### src/rtl/reg_dump_tx.sv
// reg_dump_tx: walks register addresses 0..NREGS-1, reads each word from an
// asynchronous register-file port and sends it as an 8N1-style serial frame
// (start bit, N data bits LSB first, stop bit), CLKS_PER_BIT clocks per bit.
// Optional build macro REG_DUMP_HEADER_EN: each dump is preceded by one
// header frame carrying 8'hA5 (zero-extended to N bits).
module reg_dump_tx #(
  parameter int unsigned N            = 8,
  parameter int unsigned NREGS        = 8,
  parameter int unsigned CLKS_PER_BIT = 16
) (
  input  logic         clk,
  input  logic         rst,
  input  logic         start,
  output logic [4:0]   ra,
  input  logic [N-1:0] rd,
  output logic         tx,
  output logic         busy,
  output logic         done
);

  localparam int unsigned CW = (CLKS_PER_BIT > 1) ? $clog2(CLKS_PER_BIT) : 1;
  localparam int unsigned BW = $clog2(N + 1);
  localparam logic [CW-1:0] CNT_LAST = CW'(CLKS_PER_BIT - 1);
  localparam logic [BW-1:0] BIT_LAST = BW'(N - 1);
  localparam logic [4:0]    RA_LAST  = 5'(NREGS - 1);
`ifdef REG_DUMP_HEADER_EN
  localparam logic [N-1:0]  HDR_WORD = N'(8'hA5);
`endif

  typedef enum logic [2:0] {IDLE, ADDR, START, DATA, STOP} state_t;

  state_t        state, state_nxt;
  logic [CW-1:0] clk_cnt, clk_cnt_nxt;
  logic [BW-1:0] bit_cnt, bit_cnt_nxt;
  logic [N-1:0]  shreg, shreg_nxt, sh_dn;
  logic [4:0]    ra_nxt;
  logic          tx_nxt, busy_nxt, done_nxt;
`ifdef REG_DUMP_HEADER_EN
  logic          hdr, hdr_nxt;
`endif

  // State and output registers; synchronous active-low reset
  always_ff @(posedge clk) begin
    if (!rst) begin
      state   <= IDLE;
      clk_cnt <= '0;
      bit_cnt <= '0;
      shreg   <= '0;
      ra      <= '0;
      tx      <= 1'b1;
      busy    <= 1'b0;
      done    <= 1'b0;
`ifdef REG_DUMP_HEADER_EN
      hdr     <= 1'b0;
`endif
    end else begin
      state   <= state_nxt;
      clk_cnt <= clk_cnt_nxt;
      bit_cnt <= bit_cnt_nxt;
      shreg   <= shreg_nxt;
      ra      <= ra_nxt;
      tx      <= tx_nxt;
      busy    <= busy_nxt;
      done    <= done_nxt;
`ifdef REG_DUMP_HEADER_EN
      hdr     <= hdr_nxt;
`endif
    end
  end

  // Next-state and next-output logic; tx_nxt is the line level of the next state
  always_comb begin
    state_nxt   = state;
    clk_cnt_nxt = clk_cnt;
    bit_cnt_nxt = bit_cnt;
    shreg_nxt   = shreg;
    ra_nxt      = ra;
    tx_nxt      = tx;
    busy_nxt    = busy;
    done_nxt    = 1'b0;
    sh_dn       = shreg >> 1;
`ifdef REG_DUMP_HEADER_EN
    hdr_nxt     = hdr;
`endif
    case (state)
      IDLE: begin
        tx_nxt   = 1'b1;
        busy_nxt = 1'b0;
        // a start arriving alongside the done pulse belongs to the old dump
        if (start && !done) begin
          ra_nxt    = '0;
          busy_nxt  = 1'b1;
          state_nxt = ADDR;
`ifdef REG_DUMP_HEADER_EN
          hdr_nxt   = 1'b1;
`endif
        end
      end
      ADDR: begin
`ifdef REG_DUMP_HEADER_EN
        shreg_nxt   = hdr ? HDR_WORD : rd;
`else
        shreg_nxt   = rd;
`endif
        clk_cnt_nxt = '0;
        tx_nxt      = 1'b0;
        state_nxt   = START;
      end
      START: begin
        if (clk_cnt == CNT_LAST) begin
          clk_cnt_nxt = '0;
          bit_cnt_nxt = '0;
          tx_nxt      = shreg[0];
          state_nxt   = DATA;
        end else begin
          clk_cnt_nxt = clk_cnt + CW'(1);
        end
      end
      DATA: begin
        if (clk_cnt == CNT_LAST) begin
          clk_cnt_nxt = '0;
          if (bit_cnt == BIT_LAST) begin
            tx_nxt    = 1'b1;
            state_nxt = STOP;
          end else begin
            bit_cnt_nxt = bit_cnt + BW'(1);
            shreg_nxt   = sh_dn;
            tx_nxt      = sh_dn[0];
          end
        end else begin
          clk_cnt_nxt = clk_cnt + CW'(1);
        end
      end
      STOP: begin
        tx_nxt = 1'b1;
        if (clk_cnt == CNT_LAST) begin
          clk_cnt_nxt = '0;
`ifdef REG_DUMP_HEADER_EN
          if (hdr) begin
            hdr_nxt   = 1'b0;
            state_nxt = ADDR;
          end else
`endif
          if (ra == RA_LAST) begin
            done_nxt  = 1'b1;
            busy_nxt  = 1'b0;
            state_nxt = IDLE;
          end else begin
            ra_nxt    = ra + 5'd1;
            state_nxt = ADDR;
          end
        end else begin
          clk_cnt_nxt = clk_cnt + CW'(1);
        end
      end
      default: begin
        state_nxt = IDLE;
        tx_nxt    = 1'b1;
        busy_nxt  = 1'b0;
      end
    endcase
  end

endmodule
### config.mk
export PLATFORM = sky130hd
export DESIGN_NAME = reg_dump_tx
export DESIGN_NICKNAME = d
export VERILOG_FILES = /design/src/rtl/reg_dump_tx.sv
export SDC_FILE = /design/constraint.sdc
export NUM_CORES = 1
export LEC_CHECK = 0
export ABC_CLOCK_PERIOD_IN_PS = 1500
export BUFFER_PORTS_ARGS = -buffer_cell sky130_fd_sc_hd__buf_2
export CORE_MARGIN = 4
export CORE_UTILIZATION = 30
export CTS_CLUSTER_DIAMETER = 30
export CTS_CLUSTER_SIZE = 20
export DETAILED_ROUTE_END_ITERATION = 7
export PLACE_DENSITY = 0.55
export SLEW_MARGIN = 20
export SYNTH_ARGS = -nofsm -noshare
export SYNTH_HDL_FRONTEND = slang
export SYNTH_SLANG_ARGS = --single-unit
### constraint.sdc
create_clock -name clk -period 1.5 [get_ports clk]
set_input_delay 0.15 -clock clk [delete_from_list [all_inputs] [get_ports clk]]
set_output_delay 0.15 -clock clk [all_outputs]
set_load 0.005 [all_outputs]
Word level (Yosys, flattened, before mapping)
Cells that the tools add are included.

storage, ports and cells
  bits in registers = 27
  input port bits = 11
  output and inout port bits = 8

cells by class
  $add $sub $neg = 3
  equality and inequality tests = 15
  multiplexer cells = 29
  bitwise gates (word level) = 1
  reductions and logical operators = 16

operators by type and width
  kind                                                  number
  two-way mux 4 bit                                     4
  two-way mux 8 bit                                     2
  != test 2 bit (second input constant)                 8
  one-hot mux 4 bit (2 select lines)                    2
  one-hot mux 8 bit (2 select lines)                    1
  two-way mux 3 bit                                     5
  two-way mux 5 bit                                     3
  one-hot mux 3 bit (5 select lines)                    1
  one-hot mux 5 bit (2 select lines)                    1
  AND reduction 3 bit                                   3
  adder 4 x 1 -> 4 bit (second input constant)          2
  two-way mux 1 bit                                     8
  AND reduction 4 bit                                   2
  nonzero test 2 bit                                    4
  equality test 3 x 2 -> 1 bit (second input constant)  2
  one-hot mux 1 bit (3 select lines)                    2
  OR reduction 3 bit                                    2
  adder 5 x 1 -> 5 bit (second input constant)          1
  equality test 5 x 3 -> 1 bit (second input constant)  1
  AND reduction 5 bit                                   1
  equality test 4 x 3 -> 1 bit (second input constant)  1
  equality test 4 bit (second input constant)           1
  equality test 3 x 1 -> 1 bit (second input constant)  1
  equality test 3 bit (second input constant)           1
  other kinds (5)                                       5

Longest topological paths before layout
  word-level depth = 4
  mapped depth = 6
  gate-level depth less buffers = 5

Least setup slack after synthesis
OpenSTA, ideal clock, no wires.

  path type = register -> register
  start = reg clk_cnt[0]
  end = reg shreg[5]
  arrival = 1.502 ns
  required time = 1.412 ns
  path slack = -0.090 ns
  cell stages (with the launch flop) = 7
  buffers on the path = 1
  cells stage by stage = dfxtp_1 ha_1 nand3_4 a211oi_4 buf_6 nor2_1 a311oi_2

between the ends
  word-level cells in the longest chain between the ends = 3

ends and longest elaborated chain
  item                                  RTL line  RTL
  start, declared                       33        logic [CW-1:0] clk_cnt, clk_cnt_nxt;
  start signal, assigned                58        clk_cnt <= clk_cnt_nxt;
  equality test 4 bit                   120       if (clk_cnt == CNT_LAST) begin
  != test 2 bit (no source line)        n/a
  AND reduction 3 bit (no source line)  n/a
  end signal, assigned                  60        shreg <= shreg_nxt;
  end, declared                         35        logic [N-1:0] shreg, shreg_nxt, sh_dn;

Every way passes these cells.
A chain may end at the register's enable or synchronous reset.

Final worst setup path
  start = reg bit_cnt[0]
  end = reg bit_cnt[3]

between the ends
  word-level cells in the longest chain between the ends = 4
  elaborated cells between the ends (all ways) = 7
  those cells by class = add/sub: 1; eq/ne: 2; mux: 3; reduce/logical: 1

ends and longest elaborated chain
  item                                RTL line  RTL
  start, declared                     34        logic [BW-1:0] bit_cnt, bit_cnt_nxt;
  start signal, assigned              59        bit_cnt <= bit_cnt_nxt;
  adder 4 x 1 -> 4 bit                126       bit_cnt_nxt = bit_cnt + BW'(1);
  two-way mux 4 bit                   122       if (bit_cnt == BIT_LAST) begin
  two-way mux 4 bit                   120
  one-hot mux 4 bit (2 select lines)  85        case (state)

Several ways; a longest one is shown, not always the timed one. The select of a mux whose other input is x is not followed.

==> run summary <==
Clock Pin Slew Worst Setup and Hold Paths = 0.10 ns
DP Wirelength = 2784 um
Leakage = 0.8331 nW
drt pass-1 iters = 4
Avg Inst Size Synth = 8.518 um^2
most common flop cell mapped by yosys = dfxtp_1
initial antenna violation count = 0
antenna cells = 0
root buf cell = clkbuf_8
kind of cell adding the most delay to the critical path = simple AND/OR/NAND/NOR gates
Sw Share = 0.3773
via count = 1517
CP startpoint kind = register
Critical Path RT = 1.72 ns
synthesized cell area = 1508 um^2
cell-internal power = 1.729 mW
Nets = 244
area share of xor/xnor cells in the synthesized design = 0.01743
port bufs = 18
total of warnings raised by yosys = 0
fin area = 2095 um^2
Post-synth EDFFs = 0
net switching power = 1.047 mW
Crit path largest cell delay = 0.35 ns
TritonCTS Sinks = 27
relative slew slack = 0.7964
final setup vio count = 0
crit-path cells = ha_2 > buf_4 > nand4b_1 > nand3_2 > or3_1 > a21oi_1
adder-cell share of the synthesized area = 0.03154
height of the die = 78.89 um
Post-Route WL = 3942 um
Reg power frac = 0.363
minimum clock period = 1.443 ns
Starting Density = 0.3150
cells after synthesis = 177
CP Class = register to register
Setup Skew = 0.002272 ns
die width = 78.89 um
status = finished clean
synth unique cells = 56
worst vdd ir = 763.3 uV
drt first-iter violations = 40
post-route ant nets = 0
RSZ-0062 raised after global routing = true
Total GRT Usage = 0.1278
Final Max Slew Viols = 0
Comb power frac = 0.478
WP buf/inv = 1
register area share after synthesis = 0.3585
Critical Path AT = 1.66 ns
Via density = 5.125
hold crit path type = input pin to register
wire per inst = 13.32 um
FF+latch count, synth = 27
CTS Buf Count = 3
crit end category = register
Clk network pwr share = 0.159
setup_tns = 0 ns
Synth-to-Final Area Change = 38.92%
ys async rst share = 0
Worst Hold Slack = 0.1246 ns
multiplexer share of the synthesized area = 0.02739
largest family of logic cells by synthesized area = simple AND/OR/NAND/NOR gates
layout cell share with drive strength beyond 1 = 0.4148
Clock H-tree levels = 1
area of placed instances = 1896 um^2
Final Util = 0.4376
measured slew at the worst slew-check pin = 0.3012 ns
global route overflow = 0
maximum clock frequency = 0.6930 GHz
first-pass GRT wire length = 6486 um
vias in the first global route = 1416
compound-cell area share of the yosys netlist = 0.2249
largest fanout on the critical path = 4
Max Cap Viol = 0
largest net degree at the start of global routing = 17
Synth Area in Simple Gates = 0.2830
Fin. Hold Viols = 0
maximum buffer depth of the clock tree = 2
die area = 6224 um^2
Core ar. = 4786 um^2
syn nets = 191
IO Pins = 19
DRC errors left = 0
CP max-delay cell = or3_1
GPL Wtd Cong = 0.7840
num rows = 25
CTS tree = yes
Clock Latency Late Sink = 0.28 ns
multi-input logic area = 968.4 um^2
FF+latch area = 551.8 um^2
pwr/cell area = 1325 nW/um^2
fill count = 456
part of the cycle the worst path needs = 0.9621
-- through the flow --
step	total power, mW	worst slack, ns	std cells
global placement	2.205	-0.001632	284
floorplan	1.771	0.008873	177
global route	2.971	-0.02866	296
detailed placement	2.203	-0.05530	284
finish	2.776	0.05692	296
CTS	2.787	0.001580	294
-- cell usage in the layout (no fill, tap or decap), types with 2 or more instances in the layout --
| master | count |
|---|---|
| buf_4 | 38 |
| dfxtp_1 | 20 |
| nand2_1 | 19 |
| buf_2 | 18 |
| nand3_1 | 12 |
| a21oi_1 | 11 |
| nor2_1 | 11 |
| o21ai_0 | 9 |
| dfxtp_2 | 6 |
| nand2b_1 | 4 |
| inv_1 | 4 |
| nand3_2 | 3 |
| or3_1 | 3 |
| a311oi_2 | 3 |
| a31oi_1 | 3 |
| a311oi_1 | 3 |
| mux2i_1 | 3 |
| clkbuf_8 | 3 |
| nand4b_1 | 2 |
| nand3b_1 | 2 |
| and4b_1 | 2 |
| xnor2_1 | 2 |
| nand4_1 | 2 |
| ha_2 | 2 |
| buf_6 | 2 |
-- cells by family (layout without fill, tap and decap cells) --
group,Yosys count,count (layout)
xor+xnor,3,3
fa+ha+maj,4,4
flops,27,27
mux,4,4
buf+inv,17,69
simple gates,75,75
compound gates,47,47
-- cells in the mapped netlist, types with 2 or more instances --
master | instances | area, um^2
a211oi_1 | 2 | 15.01
a21oi_1 | 11 | 55.05
a311oi_1 | 4 | 35.03
a311oi_2 | 2 | 30.03
a31oi_1 | 4 | 25.02
and4b_1 | 2 | 20.02
buf_2 | 6 | 30.03
buf_4 | 2 | 15.01
clkbuf_1 | 3 | 11.26
dfxtp_1 | 27 | 540.5
ha_1 | 3 | 37.54
inv_1 | 4 | 15.01
mux2i_1 | 3 | 30.03
nand2_1 | 19 | 71.32
nand2b_1 | 4 | 25.02
nand3_1 | 15 | 75.07
nand3b_1 | 2 | 15.01
nand4_1 | 2 | 12.51
nand4b_1 | 2 | 17.52
nor2_1 | 12 | 45.04
o21ai_0 | 10 | 50.05
or3_1 | 3 | 18.77
xnor2_1 | 2 | 17.52
-- per-layer routing --
layer,global-route usage,share of wire,up-vias
met1,0.1714,0.48,724
met5,0,0,-
li1,-,-,764
met3,0.01927,0.030,4
met2,0.2131,0.48,25
met4,0.03608,0.011,0
-- registers in the layout, indices dropped and copies added (netlist names) --
name,count
ra,5
bit_cnt,4
state,3
done,1
shreg,8
clk_cnt,4
tx,1
busy,1
-- worst min-delay path, stage by stage --
cell and delay [ns]:
buf_2 0.10, nand2_1 0.05, a311oi_1 0.07
-- power by group through the flow --
stage,clock [mW],sequential (mW),combinational [mW]
after floorplan,0,0.982,0.789
after global placement,0,1.01,1.19
after detailed placement,0,1.01,1.19
after CTS,0.455,0.998,1.33
after global routing,0.481,1.03,1.46
final,0.441,1.01,1.33
-- repair_timing --
action                                  4_1_cts  5_1_grt
pin swaps                                     0       14
hold endpoints to repair                      0        0
buffers inserted                              5        3
gates cloned                                  1        0
hold buffers                                  0        0
endpoints found under the setup margin       20       20
gates resized for setup                       8       18
-- area by class of cell --
cell class | instances | share of cell area
clock buffers | 3 | 0.01971
clock inverters | 1 | 0.003584
inverters | 5 | 0.008961
multi-input cells | 133 | 0.4624
flip-flops and latches | 27 | 0.2634
well taps | 67 | 0.04002
repair buffers | 60 | 0.2019
-- final timing paths --
kind	to	cells past startpoint	start	slack (ns)
max reg2reg	bit_cnt[3]	6	bit_cnt[0]	0.06
max	bit_cnt[3]	6	bit_cnt[0]	0.06
min	shreg[3]	3	rd[3]	0.12
min reg2reg	shreg[7]	2	shreg[7]	0.49
No activity file was read; power rests on OpenSTA's default activity.
